===== src/rtl/irrigation_countdown_timer_pkg.sv =====
// rtl/irrigation_countdown_timer_pkg.sv - shared constants for the irrigation countdown timer
package irrigation_countdown_timer_pkg;

    localparam int CNT_W     = 4;
    localparam int DIGIT_MAX = 9;

    localparam logic [1:0] ST_IDLE   = 2'd0;
    localparam logic [1:0] ST_RUN    = 2'd1;
    localparam logic [1:0] ST_DONE   = 2'd2;
    localparam logic [1:0] ST_PAUSED = 2'd3;

endpackage


===== src/rtl/irrigation_countdown_timer_if.sv =====
// rtl/irrigation_countdown_timer_if.sv - control/status bundle of the countdown timer; pause under TIMER_PAUSE_EN
interface irrigation_countdown_timer_if #(
    parameter int CNT_W = irrigation_countdown_timer_pkg::CNT_W
);
    logic             start;
    logic             abort;
    logic [CNT_W-1:0] preset;
`ifdef TIMER_PAUSE_EN
    logic             pause;
`endif
    logic [CNT_W-1:0] count;
    logic             valve_on;
    logic             done;

    modport master (
        output start, abort, preset,
`ifdef TIMER_PAUSE_EN
        output pause,
`endif
        input  count, valve_on, done
    );

    modport slave (
        input  start, abort, preset,
`ifdef TIMER_PAUSE_EN
        input  pause,
`endif
        output count, valve_on, done
    );
endinterface


===== src/rtl/irrigation_countdown_timer_tick_prescaler.sv =====
// rtl/irrigation_countdown_timer_tick_prescaler.sv - reusable TICK_DIV prescaler, one tick per TICK_DIV enabled cycles
module tick_prescaler #(
    parameter int TICK_DIV = 50_000_000
) (
    input  logic clk,
    input  logic rst,
    input  logic enable,
    input  logic clear,
    output logic tick
);
    localparam int PS_W = (TICK_DIV > 1) ? $clog2(TICK_DIV) : 1;
    localparam logic [PS_W-1:0] LAST = PS_W'(TICK_DIV - 1);

    logic [PS_W-1:0] r_cnt;

    assign tick = enable && !clear && (r_cnt == LAST);

    always_ff @(posedge clk) begin
        if (rst || clear) begin
            r_cnt <= '0;
        end else if (enable) begin
            r_cnt <= (r_cnt == LAST) ? '0 : r_cnt + 1'b1;
        end
    end
endmodule


===== src/rtl/irrigation_countdown_timer.sv =====
// rtl/irrigation_countdown_timer.sv - watering countdown FSM driving valve and display digit; pause via TIMER_PAUSE_EN
module irrigation_countdown_timer #(
    parameter int TICK_DIV  = 50_000_000,
    parameter int MAX_COUNT = irrigation_countdown_timer_pkg::DIGIT_MAX,
    parameter int CNT_W     = irrigation_countdown_timer_pkg::CNT_W
) (
    input  logic                         clk,
    input  logic                         rst,
    irrigation_countdown_timer_if.slave  bus
);
    import irrigation_countdown_timer_pkg::*;

    logic [1:0]       r_state;
    logic [CNT_W-1:0] r_count;
    logic             r_valve_on;
    logic             r_done;
    logic [CNT_W-1:0] w_load;
    logic             w_tick;
    logic             w_ps_enable;
    logic             w_ps_clear;

    assign w_load = (bus.preset > CNT_W'(MAX_COUNT)) ? CNT_W'(MAX_COUNT) : bus.preset;

    // Prescaler only runs in RUN; it keeps its value across PAUSED and is zeroed elsewhere.
    assign w_ps_enable = (r_state == ST_RUN);
    assign w_ps_clear  = bus.abort || (r_state == ST_IDLE) || (r_state == ST_DONE);

    tick_prescaler #(.TICK_DIV(TICK_DIV)) u_prescaler (
        .clk    (clk),
        .rst    (rst),
        .enable (w_ps_enable),
        .clear  (w_ps_clear),
        .tick   (w_tick)
    );

    always_ff @(posedge clk) begin
        if (rst) begin
            r_state    <= ST_IDLE;
            r_count    <= '0;
            r_valve_on <= 1'b0;
            r_done     <= 1'b0;
        end else begin
            r_done <= 1'b0;
            case (r_state)
                ST_IDLE: begin
                    if (bus.start && !bus.abort && (bus.preset != '0)) begin
                        r_count    <= w_load;
                        r_valve_on <= 1'b1;
                        r_state    <= ST_RUN;
                    end
                end
                ST_RUN: begin
                    if (bus.abort) begin
                        r_count    <= '0;
                        r_valve_on <= 1'b0;
                        r_state    <= ST_IDLE;
                    end else if (w_tick && (r_count <= CNT_W'(1))) begin
                        r_count    <= '0;
                        r_valve_on <= 1'b0;
                        r_done     <= 1'b1;
                        r_state    <= ST_DONE;
                    end else begin
                        if (w_tick) begin
                            r_count <= r_count - 1'b1;
                        end
`ifdef TIMER_PAUSE_EN
                        if (bus.pause) begin
                            r_valve_on <= 1'b0;
                            r_state    <= ST_PAUSED;
                        end
`endif
                    end
                end
`ifdef TIMER_PAUSE_EN
                ST_PAUSED: begin
                    if (bus.abort) begin
                        r_count    <= '0;
                        r_valve_on <= 1'b0;
                        r_state    <= ST_IDLE;
                    end else if (!bus.pause) begin
                        r_valve_on <= 1'b1;
                        r_state    <= ST_RUN;
                    end
                end
`endif
                ST_DONE: begin
                    r_state <= ST_IDLE;
                end
                default: begin
                    r_count    <= '0;
                    r_valve_on <= 1'b0;
                    r_state    <= ST_IDLE;
                end
            endcase
        end
    end

    assign bus.count    = r_count;
    assign bus.valve_on = r_valve_on;
    assign bus.done     = r_done;
endmodule


===== src/flat_wrapper.sv =====
// flat-port wrapper written by rule: the top's interface ports become plain ports
module irrigation_countdown_timer_flat import irrigation_countdown_timer_pkg::*;
#(
    parameter int TICK_DIV  = 50_000_000,
    parameter int MAX_COUNT = irrigation_countdown_timer_pkg::DIGIT_MAX,
    parameter int CNT_W     = irrigation_countdown_timer_pkg::CNT_W
)
  (clk, rst, bus_start, bus_abort, bus_preset, bus_count, bus_valve_on, bus_done);
  irrigation_countdown_timer_if #(.CNT_W(CNT_W)) bus_i ();
  input  logic clk;
  input  logic rst;
  input wire logic [$bits(bus_i.start)-1:0] bus_start;
  input wire logic [$bits(bus_i.abort)-1:0] bus_abort;
  input wire logic [$bits(bus_i.preset)-1:0] bus_preset;
  output wire logic [$bits(bus_i.count)-1:0] bus_count;
  output wire logic [$bits(bus_i.valve_on)-1:0] bus_valve_on;
  output wire logic [$bits(bus_i.done)-1:0] bus_done;
  assign bus_i.start = bus_start;
  assign bus_i.abort = bus_abort;
  assign bus_i.preset = bus_preset;
  assign bus_count = bus_i.count;
  assign bus_valve_on = bus_i.valve_on;
  assign bus_done = bus_i.done;
  irrigation_countdown_timer #(.TICK_DIV(TICK_DIV), .MAX_COUNT(MAX_COUNT), .CNT_W(CNT_W)) u_core (.clk(clk), .rst(rst), .bus(bus_i));
endmodule

===== config.mk =====
export PLATFORM = sky130hd
export DESIGN_NAME = irrigation_countdown_timer_flat
export DESIGN_NICKNAME = d
export VERILOG_FILES = /design/src/rtl/irrigation_countdown_timer_pkg.sv /design/src/rtl/irrigation_countdown_timer_if.sv /design/src/rtl/irrigation_countdown_timer_tick_prescaler.sv /design/src/rtl/irrigation_countdown_timer.sv /design/src/flat_wrapper.sv
export SDC_FILE = /design/constraint.sdc
export NUM_CORES = 1
export LEC_CHECK = 0
export BUFFER_PORTS_ARGS = -buffer_cell sky130_fd_sc_hd__buf_2
export CORE_UTILIZATION = 58
export DETAILED_ROUTE_END_ITERATION = 16
export PLACE_DENSITY = 0.88
export SLEW_MARGIN = 30
export SYNTH_ARGS = -nofsm -noshare
export SYNTH_HDL_FRONTEND = slang
export SYNTH_HIERARCHICAL = 1
export SYNTH_SLANG_ARGS = --single-unit

===== constraint.sdc =====
create_clock -name clk -period 2.79 [get_ports clk]
set_clock_uncertainty 0.05 [all_clocks]
set_input_delay 0.279 -clock clk [delete_from_list [all_inputs] [get_ports clk]]
set_output_delay 0.279 -clock clk [all_outputs]
set_load 0.02 [all_outputs]

* Yosys cells after proc, flatten, opt, wreduce, memory -nomap -nowiden *
Cells that the tools add are included.

cells by class
  eq/ne operators = 6
  bitwise gates (word level) = 2
  shift-type cells = 0
  reduce and logical (&&, ||, !) cells = 16
  $mul = 0
  mux-type cells = 16
  divide/modulo/power cells = 0
  order comparisons = 2
  add/subtract/negate cells = 2

operators with widths
  cell                                                   number
  adder 26 x 1 -> 26 bit, second input constant          1
  == test 26 bit, second input constant                  1
  2-to-1 mux 26 bit                                      1
  2-to-1 mux 4 bit                                       5
  one-hot mux 4 bit (3 select lines)                     1
  2-to-1 mux 2 bit                                       3
  AND reduction 3 bit                                    2
  logical AND 1 bit                                      5
  > comparator 4 bit, second input constant              1
  <= comparator 4 x 1 -> 1 bit, second input constant    1
  2-to-1 mux 1 bit                                       4
  inequality test 4 x 2 -> 1 bit, second input constant  1
  one-hot mux 2 bit (2 select lines)                     1
  nonzero test 4 bit                                     1
  subtractor 4 x 1 -> 4 bit, second input constant       1
  logical OR 1 bit                                       3
  inequality test 3 x 2 -> 1 bit, second input constant  1
  one-hot mux 1 bit (3 select lines)                     1
  OR reduction 3 bit                                     1
  == test 2 x 1 -> 1 bit, second input constant          1
  == test 2 bit, second input constant                   1
  zero test 1 bit                                        2
  zero test 2 bit                                        1
  inequality test 2 bit, second input constant           1
  other kinds (2)                                        3

storage, ports and cells
  bits in read-only memories = 0
  RAM bits = 0
  logic and storage cells = 49
  input port bits = 8
  bits in registers = 34
  bits in latches = 0
  output and inout bits = 6
  memories kept = 0

* Depth between registers and ports, before layout *
  depth in word-level cells = 10
  mapped depth = 11
  depth with buffers taken out = 9

* Cells and area by module *
The synthesis kept the hierarchy.

by module, submodules not included
  module                      cells an instance  instances  area an instance (µm²)  sequential area each (µm²)
  tick_prescaler              146                1          1244.9                  520.5
  irrigation_countdown_timer  61                 1          501.7                   160.2

* Least setup slack after synthesis *
OpenSTA, ideal clock, no wires.

  kind = register to register
  start = reg u_core.r_state[0]
  end = reg u_core.r_count[0] (netlist: u_core/bus.count[0])
  stages on the path, launching flop included = 12
  period minus slack after synthesis = 2.335 ns
  library setup time = 0.118 ns
  buffers on the path = 2
  slack = 0.455 ns
  data required time = 2.622 ns
  data arrival time = 2.167 ns
  cells stage by stage = dfxtp_1 -> buf_2 -> nand2b_1 -> inv_1 -> buf_2 -> and4_1 -> nand4_1 -> nor3_1 -> o211ai_1 -> a31o_2 -> a32oi_1 -> nor2_1

on the way
  elaborated cells on any way between the ends = 16
  classes of those cells = 4 x eq/ne; 3 x mux; 1 x bitwise; 8 x reduce/logical

RTL lines
  what                                line                                             text
  from (decl)                         irrigation_countdown_timer.sv:13                 logic [1:0] r_state;
  from (signal assigned)              irrigation_countdown_timer.sv:38                 r_state <= ST_IDLE;
  from (signal assigned)              irrigation_countdown_timer.sv:49                 r_state <= ST_RUN;
  from (signal assigned)              irrigation_countdown_timer.sv:56                 r_state <= ST_IDLE;
  == test 2 x 1 -> 1 bit *            irrigation_countdown_timer.sv:25                 assign w_ps_enable = (r_state == ST_RUN);
  net u_core.w_ps_enable              irrigation_countdown_timer.sv:19                 logic w_ps_enable;
  logical AND 1 bit * (2 in a row)    irrigation_countdown_timer_tick_prescaler.sv:16  assign tick = enable && !clear && (r_cnt == LAST);
  net u_core.w_tick                   irrigation_countdown_timer.sv:18                 logic w_tick;
  logical AND 1 bit                   irrigation_countdown_timer.sv:57                 end else if (w_tick && (r_count <= CNT_W'(1))) begin
  2-to-1 mux 4 bit                    irrigation_countdown_timer.sv:57
  2-to-1 mux 4 bit                    irrigation_countdown_timer.sv:53                 if (bus.abort) begin
  one-hot mux 4 bit (3 select lines)  irrigation_countdown_timer.sv:44                 case (r_state)
  to (signal assigned)                irrigation_countdown_timer.sv:47                 r_count <= w_load;
  to (signal assigned)                irrigation_countdown_timer.sv:64                 r_count <= r_count - 1'b1;
  to (decl)                           irrigation_countdown_timer.sv:14                 logic [CNT_W-1:0] r_count;

The timed path passes the listed nets; every way through them passes the cells marked *.
A chain may end at the register's enable or synchronous reset.

* Worst setup path in the final report *
  start = reg u_core.r_state[0]
  end = reg u_core.u_prescaler.r_cnt[22]

on the way
  elaborated cells on any way between the ends = 6
  classes of those cells = 2 x eq/ne; 4 x reduce/logical

RTL lines
  what                    line                                             text
  == test 2 x 1 -> 1 bit  irrigation_countdown_timer.sv:25
  net u_core.w_ps_enable  irrigation_countdown_timer.sv:19
  to (signal assigned)    irrigation_countdown_timer_tick_prescaler.sv:22  r_cnt <= (r_cnt == LAST) ? '0 : r_cnt + 1'b1;
  to (decl)               irrigation_countdown_timer_tick_prescaler.sv:14  logic [PS_W-1:0] r_cnt;

The timed path passes the listed nets, and every way through them passes these cells.

==> impl_metrics.yaml <==
routing:
  vias: 1539
  drc: 2
  final_antenna_net_count: 0
  drtIter0Drc: 84
  first_pass_iters: 10
  wl_um: 3420
  routed_via_density: 6.06
  wl_per_cell_um: 13.5
synth:
  syn_area_sq_um: 1750
  synthSimpleGateAreaFrac: 0.312
  synth.net_count: 219
  netlist_instances: 207
  seq_area_frac_synth: 0.390
  synth.area.top_cells: "dfxtp_1 (39%), a21oi_1 (5.2%), nor2_1 (4.9%)"
  ys_types: 40
  synth_mux_area_frac: 0.00573
  ys_warn_count: 6
  synth_top_family_by_area: "simple AND/OR/NAND/NOR gates"
  netlist.area_leader.share: 0.390
  synth_top_area_cell: "dfxtp_1"
  avgSynthCellArea_sq_um: 8.44
  synth-seq-cells: 34
  synthXorXnorAreaFrac: 0.0602
  synth_fa_ha_area_frac: 0.0287
  synth-compound-area-share: 0.164
setup_path:
  crit_path_frequent_cell: "or4_1"
  end_kind: "flop"
  critPathMaxFanout: 10
  slowest_stage: "or4_1"
  critPathBufInv: 1
  critical-path-top-delay-family: "simple AND/OR/NAND/NOR gates"
  slowest_delay_ns: 0.69
  worstPathArrival_ns: 2.69
  cp_cell_sequence: "nand2b_1 -> inv_1 -> nand4_4 -> or4_1 -> or4_1 -> a21oi_1"
  crit_required_ns: 3.01
  worstSetupStartpointType: "flop"
  critPathKind: "reg -> reg"
flow_run:
  drv_cap: 0
final_layout:
  syn_to_final_growth_pct: 8.67
  nNetsFinal: 234
  drive_above_1_share: 0.139
  n_antenna_cell: 0
  final_common_cell: "dfxtp_1"
  final_util: 0.677
  layout_common_cells: "dfxtp_1 (34), nor2_1 (23), a21oi_1 (18), buf_2 (13), nand2_1 (10)"
timing:
  fin_crit_ns: 2.47
  setup_viol: 0
  fmax_mhz: 405
  slew_headroom: 0.676
  report.final.slew_viol_count: 0
  hold_viol: 0
  worstMarginPinSlew_ns: 0.483
  rsz0062_at_grt: "no"
  period_share: 0.885
  setup_slack_ns: 0.320
  tns_ns: 0
clock_network:
  cts_max_level: 2
  post_cts_buffers: 0
  clkSinkCount: 34
  cts_resized: 0
  clk_path_buf_depth: 2
  clk_latency_ns: 0.34
  root_buffer: "clkbuf_4"
  path_clk_slew_ns: 0.11
  hold_buffers: 0
  cts_tree: "yes"
  numCtsBuffers: 5
outcome:
  outcome: "complete, but fails checks"
  violations: "design-rule violations"
die:
  die-height_um: 56.9
  fp-row-count: 19
  fp.coreArea_sq_um: 2810
  ios: 14
  die_area_sq_um: 3230
  start_util: 0.623
  die_x_um: 56.9
power_and_ir_drop:
  ir_worst_vdd_mv: 0.367
  switchingPower_uw: 202
  p_total_uw: 839
  clockPowerShare: 0.336
  share_seq_of_total_power: 0.592
  switching_share: 0.241
  power_density_nw_per_um2: 442
  p_comb_frac: 0.072
  internal-power_uw: 637
  p_leak_uw: 0.000619
grt:
  use_met3: 0.0714
  grt_pass1_wl_um: 5780
  overflow: 0
  grtUsageMet2: 0.376
  grt_usage: 0.233
  grt_pass1_vias: 1352
  grt.met1_usage: 0.291
  antenna_found_initial: 0
  grt_busiest_layer: "met2"
  grt_max_degree: 20
placement:
  place_hpwl_um: 2410
  place_congestion: 0.890
  portBuffers: 13
  post-place-ws_ns: 0.350
min_path:
  min_path_type: "in -> reg"
[registers in the layout, indices dropped and copies added (netlist names)]
signal,flops
u_core/u_prescaler/r_cnt,26
u_core/bus.count,4
u_core/r_state,2
u_core/bus.done,1
u_core/bus.valve_on,1
[metrics by stage]
stage,area (sq um),hold slack (ns),cells
CTS,1900,0.130,254
detailed placement,1840,0.426,246
global route,1900,0.146,254
finish,1900,0.141,254
global placement,1840,0.415,246
floorplan,1750,0.306,207
[power by group through the flow]
stage / Sequential, uW / Combinational [uW] / Clock (uW)
floorplan: 510 / 38.2 / 0
global placement: 508 / 58.3 / 0
detailed placement: 508 / 59.5 / 0
CTS: 497 / 59.8 / 291
global route: 498 / 66.2 / 308
finish: 497 / 60.4 / 282
[cell usage after synthesis (all sizes together)]
cell    count
a211oi      1
nor2b       2
a211o       1
xnor2       8
o21a        1
o21ai       9
o211ai      2
or3         7
nor3       10
and4        3
ha          4
nor2       24
mux2i       1
nand2b      6
o32a        1
a31o        1
nor4        4
nand3       7
xor2        4
buf         4
nor4b       2
a21oi      18
a32oi       1
and4b       1
nand4       8
dfxtp      34
inv         9
nand2      10
o31ai       8
or4        10
clkbuf      4
a221o       2
[logic make-up (layout without fill, tap and decap cells)]
kind of cell    after synthesis  after routing
simple gates                 94             94
compound gates               45             45
flops                        34             34
buf+inv                      17             33
xor+xnor                     12             12
fa+ha+maj                     4              4
mux                           1              1
[area by class of cell]
class	instances	area, sq um
fillers	228	907
multi-input cells	156	997
inverters	9	33.8
clock buffers	7	55.1
flip-flops and latches	34	681
repair buffers	16	87.6
well taps	31	38.8
clock inverters	1	5.00
[worst paths after layout]
path | startpoint | endpoint | slack [ns] | cells after the start
worst min register to register | u_core/u_prescaler/r_cnt[25]$_SDFFE_PP0P_ | u_core/u_prescaler/r_cnt[25]$_SDFFE_PP0P_ | 0.43 | 2
worst min-delay path | bus_preset[1] | u_core/bus.count[1]$_SDFFE_PP0P_ | 0.14 | 2
worst max register to register | u_core/r_state[0]$_SDFFE_PP0P_ | u_core/u_prescaler/r_cnt[22]$_SDFFE_PP0P_ | 0.32 | 6
worst max-delay path | u_core/r_state[0]$_SDFFE_PP0P_ | u_core/u_prescaler/r_cnt[22]$_SDFFE_PP0P_ | 0.32 | 6
[layer usage]
layer  part of all wire  up-vias
met5                  0        -
met4              0.015        0
met3              0.039        6
met2               0.46       30
met1               0.48      699
li1                   -      804
(Power assumes the default switching activity.)
